===== src/rtl/uart_reg_bank.sv =====
// uart_reg_bank: decodes UART frames into per-channel double-buffered
// (shadow/active) PWM/DAC registers, with atomic masked commit.
// Optional feature macro: UART_REG_READBACK_EN (serialised 11-byte channel
// readback towards the UART transmitter over tx_data/tx_valid/tx_ready).
module uart_reg_bank #(
   parameter int _NUM_CHANNELS = 8,
   parameter int _PAT_WIDTH    = 32
) (
   input  logic                                clk_50M,
   input  logic                                rst_n,
   input  logic [7:0]                          func_reg,
   input  logic [87:0]                         rev_bus,
   input  logic                                pack_done,
   output logic [_NUM_CHANNELS-1:0]            hs_en,
   output logic [8*_NUM_CHANNELS-1:0]          duty_bus,
   output logic [16*_NUM_CHANNELS-1:0]         dessert_bus,
   output logic [8*_NUM_CHANNELS-1:0]          pnum_bus,
   output logic [_PAT_WIDTH*_NUM_CHANNELS-1:0] pat_bus,
   output logic [8*_NUM_CHANNELS-1:0]          ls_ctrl_bus,
   output logic                                ack,
   output logic                                err,
   output logic [7:0]                          err_code,
   output logic [7:0]                          tx_data,
   output logic                                tx_valid,
   input  logic                                tx_ready
);

   localparam int N  = _NUM_CHANNELS;
   localparam int PW = _PAT_WIDTH;
   localparam int CW = (N > 1) ? $clog2(N) : 1;

`ifdef UART_REG_READBACK_EN
   typedef enum logic [1:0] {S_IDLE, S_EXEC, S_TX} state_t;
`else
   typedef enum logic {S_IDLE, S_EXEC} state_t;
`endif

   state_t        state_q, state_d;
   logic [7:0]    func_q;
   logic [87:0]   pay_q;
   logic [7:0]    pb [1:10];

   logic [7:0]    sh_hs   [N];
   logic [7:0]    sh_duty [N];
   logic [15:0]   sh_des  [N];
   logic [7:0]    sh_pnum [N];
   logic [PW-1:0] sh_pat  [N];
   logic [7:0]    sh_ls   [N];
   logic [7:0]    act_hs   [N];
   logic [7:0]    act_duty [N];
   logic [15:0]   act_des  [N];
   logic [7:0]    act_pnum [N];
   logic [PW-1:0] act_pat  [N];
   logic [7:0]    act_ls   [N];

   logic          ch_ok;
   logic [CW-1:0] ch;
   logic [31:0]   mask;
   logic [31:0]   pat_full;
   logic          do_hs, do_ls, do_commit, do_clear, do_rb;
   logic          exec_err, exec_ack;
   logic [7:0]    exec_code;
   logic          busy;
   logic          tx_last;
   logic          unused_bits;
   logic          unused_hs;

   // Split the captured payload into bytes 1..10 (byte 11 is reserved).
   always_comb begin
      for (int unsigned k = 1; k <= 10; k++) begin
         pb[k] = pay_q[8*k-1 -: 8];
      end
   end

   assign ch_ok    = (32'(pb[1]) < 32'(N));
   assign ch       = pb[1][CW-1:0];
   assign mask     = {pb[1], pb[2], pb[3], pb[4]};
   assign pat_full = {pb[7], pb[8], pb[9], pb[10]};
   assign busy     = pack_done && (state_q != S_IDLE);
   assign exec_ack = do_hs | do_ls | do_commit | do_clear;

   // Command decode, only meaningful during the single execute cycle.
   always_comb begin
      do_hs     = 1'b0;
      do_ls     = 1'b0;
      do_commit = 1'b0;
      do_clear  = 1'b0;
      do_rb     = 1'b0;
      exec_err  = 1'b0;
      exec_code = '0;
      if (state_q == S_EXEC) begin
         case (func_q)
            8'h01: begin
               if (ch_ok) do_hs = 1'b1;
               else begin exec_err = 1'b1; exec_code = 8'h02; end
            end
            8'h02: begin
               if (ch_ok) do_ls = 1'b1;
               else begin exec_err = 1'b1; exec_code = 8'h02; end
            end
            8'h03: do_commit = 1'b1;
`ifdef UART_REG_READBACK_EN
            8'h04: begin
               if (ch_ok) do_rb = 1'b1;
               else begin exec_err = 1'b1; exec_code = 8'h02; end
            end
`endif
            8'h05: do_clear = 1'b1;
            default: begin exec_err = 1'b1; exec_code = 8'h01; end
         endcase
      end
   end

   // Next-state logic.
   always_comb begin
      state_d = state_q;
      case (state_q)
         S_IDLE: if (pack_done) state_d = S_EXEC;
`ifdef UART_REG_READBACK_EN
         S_EXEC: state_d = do_rb ? S_TX : S_IDLE;
         S_TX:   if (tx_last) state_d = S_IDLE;
`else
         S_EXEC: state_d = S_IDLE;
`endif
         default: state_d = S_IDLE;
      endcase
   end

   // State register and frame capture (frames are only accepted when idle).
   always_ff @(posedge clk_50M or negedge rst_n) begin
      if (!rst_n) begin
         state_q <= S_IDLE;
         func_q  <= '0;
         pay_q   <= '0;
      end else begin
         state_q <= state_d;
         if (state_q == S_IDLE && pack_done) begin
            func_q <= func_reg;
            pay_q  <= rev_bus;
         end
      end
   end

   // Shadow/active register bank: shadows take writes, actives only change on commit/clear.
   always_ff @(posedge clk_50M or negedge rst_n) begin
      if (!rst_n) begin
         for (int unsigned c = 0; c < N; c++) begin
            sh_hs[c]    <= '0; sh_duty[c]  <= '0; sh_des[c]  <= '0;
            sh_pnum[c]  <= '0; sh_pat[c]   <= '0; sh_ls[c]   <= '0;
            act_hs[c]   <= '0; act_duty[c] <= '0; act_des[c] <= '0;
            act_pnum[c] <= '0; act_pat[c]  <= '0; act_ls[c]  <= '0;
         end
      end else if (do_clear) begin
         for (int unsigned c = 0; c < N; c++) begin
            sh_hs[c]    <= '0; sh_duty[c]  <= '0; sh_des[c]  <= '0;
            sh_pnum[c]  <= '0; sh_pat[c]   <= '0; sh_ls[c]   <= '0;
            act_hs[c]   <= '0; act_duty[c] <= '0; act_des[c] <= '0;
            act_pnum[c] <= '0; act_pat[c]  <= '0; act_ls[c]  <= '0;
         end
      end else begin
         if (do_hs) begin
            sh_hs[ch]   <= pb[2];
            sh_duty[ch] <= pb[3];
            sh_des[ch]  <= {pb[4], pb[5]};
            sh_pnum[ch] <= pb[6];
            sh_pat[ch]  <= pat_full[PW-1:0];
         end
         if (do_ls) sh_ls[ch] <= pb[2];
         if (do_commit) begin
            for (int unsigned c = 0; c < N; c++) begin
               if (mask[c]) begin
                  act_hs[c]   <= sh_hs[c];
                  act_duty[c] <= sh_duty[c];
                  act_des[c]  <= sh_des[c];
                  act_pnum[c] <= sh_pnum[c];
                  act_pat[c]  <= sh_pat[c];
                  act_ls[c]   <= sh_ls[c];
               end
            end
         end
      end
   end

   // Ack/err pulses; a busy drop is the newest error so its code wins a tie.
   always_ff @(posedge clk_50M or negedge rst_n) begin
      if (!rst_n) begin
         ack      <= 1'b0;
         err      <= 1'b0;
         err_code <= '0;
      end else begin
         ack <= exec_ack | tx_last;
         err <= exec_err | busy;
         if (busy)          err_code <= 8'h03;
         else if (exec_err) err_code <= exec_code;
      end
   end

   // Drive the active-register buses.
   always_comb begin
      for (int unsigned c = 0; c < N; c++) begin
         hs_en[c]              = act_hs[c][0];
         duty_bus[8*c +: 8]    = act_duty[c];
         dessert_bus[16*c +: 16] = act_des[c];
         pnum_bus[8*c +: 8]    = act_pnum[c];
         pat_bus[PW*c +: PW]   = act_pat[c];
         ls_ctrl_bus[8*c +: 8] = act_ls[c];
      end
   end

   // Upper hs_ctrl bits are only observable through readback.
   always_comb begin
      unused_hs = 1'b0;
      for (int unsigned c = 0; c < N; c++) begin
         unused_hs = unused_hs ^ (^act_hs[c][7:1]);
      end
   end

   assign unused_bits = ^{pay_q[87:80], pat_full, tx_ready};

`ifdef UART_REG_READBACK_EN
   logic [87:0] snap_q;
   logic [3:0]  tx_idx_q;
   logic [31:0] rb_pat;

   assign rb_pat   = 32'(act_pat[ch]);
   assign tx_valid = (state_q == S_TX);
   assign tx_data  = tx_valid ? snap_q[8*tx_idx_q +: 8] : '0;
   assign tx_last  = tx_valid && tx_ready && (tx_idx_q == 4'd10);

   // Snapshot the active channel at execute time, then step through bytes on each handshake.
   always_ff @(posedge clk_50M or negedge rst_n) begin
      if (!rst_n) begin
         snap_q   <= '0;
         tx_idx_q <= '0;
      end else if (do_rb) begin
         snap_q   <= {rb_pat[7:0], rb_pat[15:8], rb_pat[23:16], rb_pat[31:24],
                      act_pnum[ch], act_des[ch][7:0], act_des[ch][15:8],
                      act_duty[ch], act_hs[ch], pb[1], 8'h84};
         tx_idx_q <= '0;
      end else if (tx_valid && tx_ready) begin
         tx_idx_q <= tx_idx_q + 4'd1;
      end
   end
`else
   assign tx_valid = 1'b0;
   assign tx_data  = '0;
   assign tx_last  = 1'b0;
`endif

endmodule


===== config.mk =====
export PLATFORM = sky130hd
export DESIGN_NAME = uart_reg_bank
export DESIGN_NICKNAME = d
export VERILOG_FILES = /design/src/rtl/uart_reg_bank.sv
export SDC_FILE = /design/constraint.sdc
export NUM_CORES = 2
export LEC_CHECK = 0
export ABC_AREA = 0
export BUFFER_PORTS_ARGS = -buffer_cell sky130_fd_sc_hd__buf_2
export CORE_MARGIN = 2
export CORE_UTILIZATION = 55
export CTS_CLUSTER_SIZE = 16
export DETAILED_ROUTE_END_ITERATION = 10
export PLACE_DENSITY = 0.86
export SETUP_SLACK_MARGIN = 0.5
export SLEW_MARGIN = 5
export SYNTH_ARGS = -nofsm -noshare
export SYNTH_HDL_FRONTEND = slang
export SYNTH_SLANG_ARGS = --single-unit

===== constraint.sdc =====
create_clock -name clk_50M -period 4.9 [get_ports clk_50M]
set_input_delay 0.735 -clock clk_50M [delete_from_list [all_inputs] [get_ports clk_50M]]
set_output_delay 0.735 -clock clk_50M [all_outputs]
set_load 0.02 [all_outputs]

==> qor.yml <==
floorplanning:
  die_h_um: 300
  fp.coreArea_um2: 86800
  die_w_um: 300
  io_pins: 703
  start_util_pct: 55.4
  die-area_um2: 89800
  num_rows: 108
global_routing:
  grt_pass1_vias: 35800
  grt_pass1_wl_mm: 211
  grt.overflow.total: 0
  grt_start_max_net_pins: 147
  antenna_found_initial: 21
  track_usage_pct: 30.8
power:
  switchingPower_mw: 4.86
  power.density_nw_per_um2: 371
  p_int_mw: 16.0
  seqPwrFrac_pct: 50.8
  p_clk_share_pct: 44.7
  p_leak_nw: 31.2
  ir_drop_mv: 0.322
  combPwrFrac_pct: 4.5
  p_sw_share_pct: 23.2
final_layout:
  design_area_um2: 56400
  drive_gt1_share_pct: 21.7
  fin_nets: 4820
  fill_cells: 6071
  syn_to_final_growth_pct: 17.2
setup_path:
  critical_path.startpoint_type: "register"
  critPathCaptureType: "register"
  reg2reg_slack_ps: 1490
  required_ps: 5450
  cp_max_fo: 41
  setup.worst_path.class: "reg -> reg"
  critPathArrivalTime_ps: 3960
route:
  route.vias.total: 34700
  drt-pass1-iter-count: 6
  post-route-drc-count: 0
  first_iter_violations: 3164
  viasPerCell: 5.80
  detail-route-antenna-nets: 0
  routedWlPerCell_um: 23.2
  routed_wl_mm: 139
sta:
  fin_skew_ps: 38.1
  fmax_mhz: 293
  hold_viol: 0
  tns_ps: 0
  rsz0062_at_grt: "false"
  setup_violations: 0
  slew_headroom_pct: 30.6
  period_share_pct: 69.6
  finalMaxSlewViolations: 0
  period_needed_ps: 3410
  tightest_slew_ps: 1040
clocking:
  postCtsResizedCells: 0
  clk_path_buf_depth: 3
  clk_latency_ps: 740
  post_cts_buffers: 0
  numCtsBuffers: 120
  root_buffer: "clkbuf_16"
  hold_buffers: 0
  path_clk_slew_ps: 60
  cts_tree: "done"
  cts_sinks: 1261
  h-tree-depth: 3
placement:
  placed_area_um2: 52300
  io_buffers: 678
  dp_hpwl_mm: 87.1
  gp_congestion: 0.839
status:
  status: "completed"
worst_hold_path:
  hold_class: "in -> async"
logic_synthesis:
  postSynthCellCount: 4131
  synth_area_um2: 48100
  yosysUniqueCellTypes: 40
  ys_seq_area_share_pct: 65.6
  yosysWarnings: 0
  syn_avg_cell_area_um2: 11.6
  ys_seq_elements: 1261
run:
  drv_cap: 0
critical path: stages, from the launching register on:
cell and delay, ps:
dfrtp_1 570, nor2b_1 630, nand3_4 790, nand2_1 1040, mux2i_1 180
worst paths after layout:
path                                   endpoint  cells past startpoint        start
worst min-delay path                  pay_q[69]                      1        rst_n
worst max-delay path                  sh_hs[24]                      4    func_q[2]
worst min register to register      pat_bus[96]                      2  pat_bus[96]
worst max register to register        sh_hs[24]                      4    func_q[2]
min in group clk_50M                   pay_q[1]                      3   rev_bus[1]
max in group asynchronous       dessert_bus[21]                      2        rst_n
synthesized netlist by cell type (all sizes together):
library cell | count | area share, %
nand2 | 1256 | 9.9
dfrtp | 1261 | 66
and2 | 10 | 0.13
o21ai | 588 | 6.1
mux2 | 87 | 2.0
and3b | 10 | 0.18
o21a | 1 | 0.016
inv | 1 | 0.0078
or4bb | 1 | 0.023
nor2 | 2 | 0.016
nor4 | 5 | 0.19
xor2 | 1 | 0.018
nand3 | 1 | 0.010
a22o | 1 | 0.018
and4b | 1 | 0.021
mux2i | 584 | 12
o2111a | 1 | 0.023
a21oi | 1 | 0.010
or3 | 2 | 0.026
or4 | 1 | 0.023
o211ai | 8 | 0.12
buf | 86 | 1.5
or2 | 1 | 0.013
nor3 | 2 | 0.021
a21bo | 1 | 0.021
nand3b | 1 | 0.016
conb | 1 | 0.0078
a2111oi | 1 | 0.018
and3 | 1 | 0.013
nor2b | 4 | 0.052
or4b | 1 | 0.021
clkbuf | 209 | 1.6
kinds of logic after synthesis:
kind of cell	synth area share, %
xor gates and xnor gates	0.0182
AOI/OAI and AO/OA	6.35
other	0.00780
buffers and inverters	3.14
and+or+nand+nor	10.7
DFF	65.6
muxes	14.2
power by group through the flow:
stage	sequential (mW)	clock, mW	combinational [mW]
2_1_floorplan	10.8	0	0.400
3_3_place_gp	10.8	0	0.907
4_1_cts	10.6	9.39	0.935
6_report	10.6	9.34	0.932
3_5_place_dp	10.8	0	0.928
5_1_grt	10.6	9.81	1.00
final cells by class:
class	instances	area, µm²	share of cell area (%)
Multi-Input combinational cell	2588	15100	26.8
Sequential cell	1261	31600	56.0
Timing Repair Buffer	748	4220	7.49
Tap cell	1155	1450	2.56
Clock buffer	191	3620	6.42
Inverter	1	3.75	0.00666
Antenna cell	13	32.5	0.0577
Clock inverter	33	375	0.666
registers in the layout, summed over array words and instances, names as in the netlist:
register and cells:
sh_hs 8, sh_duty 64, state_q 1, dessert_bus 128
pay_q 80, hs_en 8, ls_ctrl_bus 64, err 1
duty_bus 64, pat_bus 256, sh_des 128, sh_ls 64
pnum_bus 64, err_code 2, func_q 8, sh_pat 256
sh_pnum 64, ack 1
through the flow:
stage / hold WS, ps / utilization, % / std cells / power [mW] / worst slack [ps]
5_1_grt: 174 / 65.0 / 5983 / 21.4 / 1240
6_report: 125 / 65.0 / 5990 / 20.9 / 1490
2_1_floorplan: 439 / - / 4145 / 11.2 / 2770
3_5_place_dp: 465 / 60.3 / 5753 / 11.7 / 1490
4_1_cts: 113 / 64.9 / 5977 / 20.9 / 1470
3_3_place_gp: 455 / 60.3 / 5753 / 11.7 / 1580
per-layer routing:
metal | GRT usage, % | routed length [µm] | vias to the layer above
li1 | - | - | 14900
met1 | 38.9 | 52400 | 17600
met2 | 48.9 | 66100 | 1737
met3 | 8.79 | 13000 | 441
met4 | 16.0 | 7400 | 26
met5 | 0 | 163 | -
placed cells by master, fill, tap and decap left out, types with 10 or more instances in the layout:
| cell type | n |
|---|---|
| clkbuf_8 | 35 |
| nand2_1 | 1243 |
| clkinv_2 | 19 |
| dfrtp_1 | 1261 |
| buf_2 | 677 |
| mux2i_1 | 584 |
| diode_2 | 13 |
| mux2_2 | 87 |
| conb_1 | 15 |
| clkbuf_1 | 36 |
| clkbuf_16 | 120 |
| buf_12 | 24 |
| buf_4 | 47 |
| o21ai_0 | 588 |
| and3b_1 | 10 |
No activity file was read; power rests on OpenSTA's default activity.
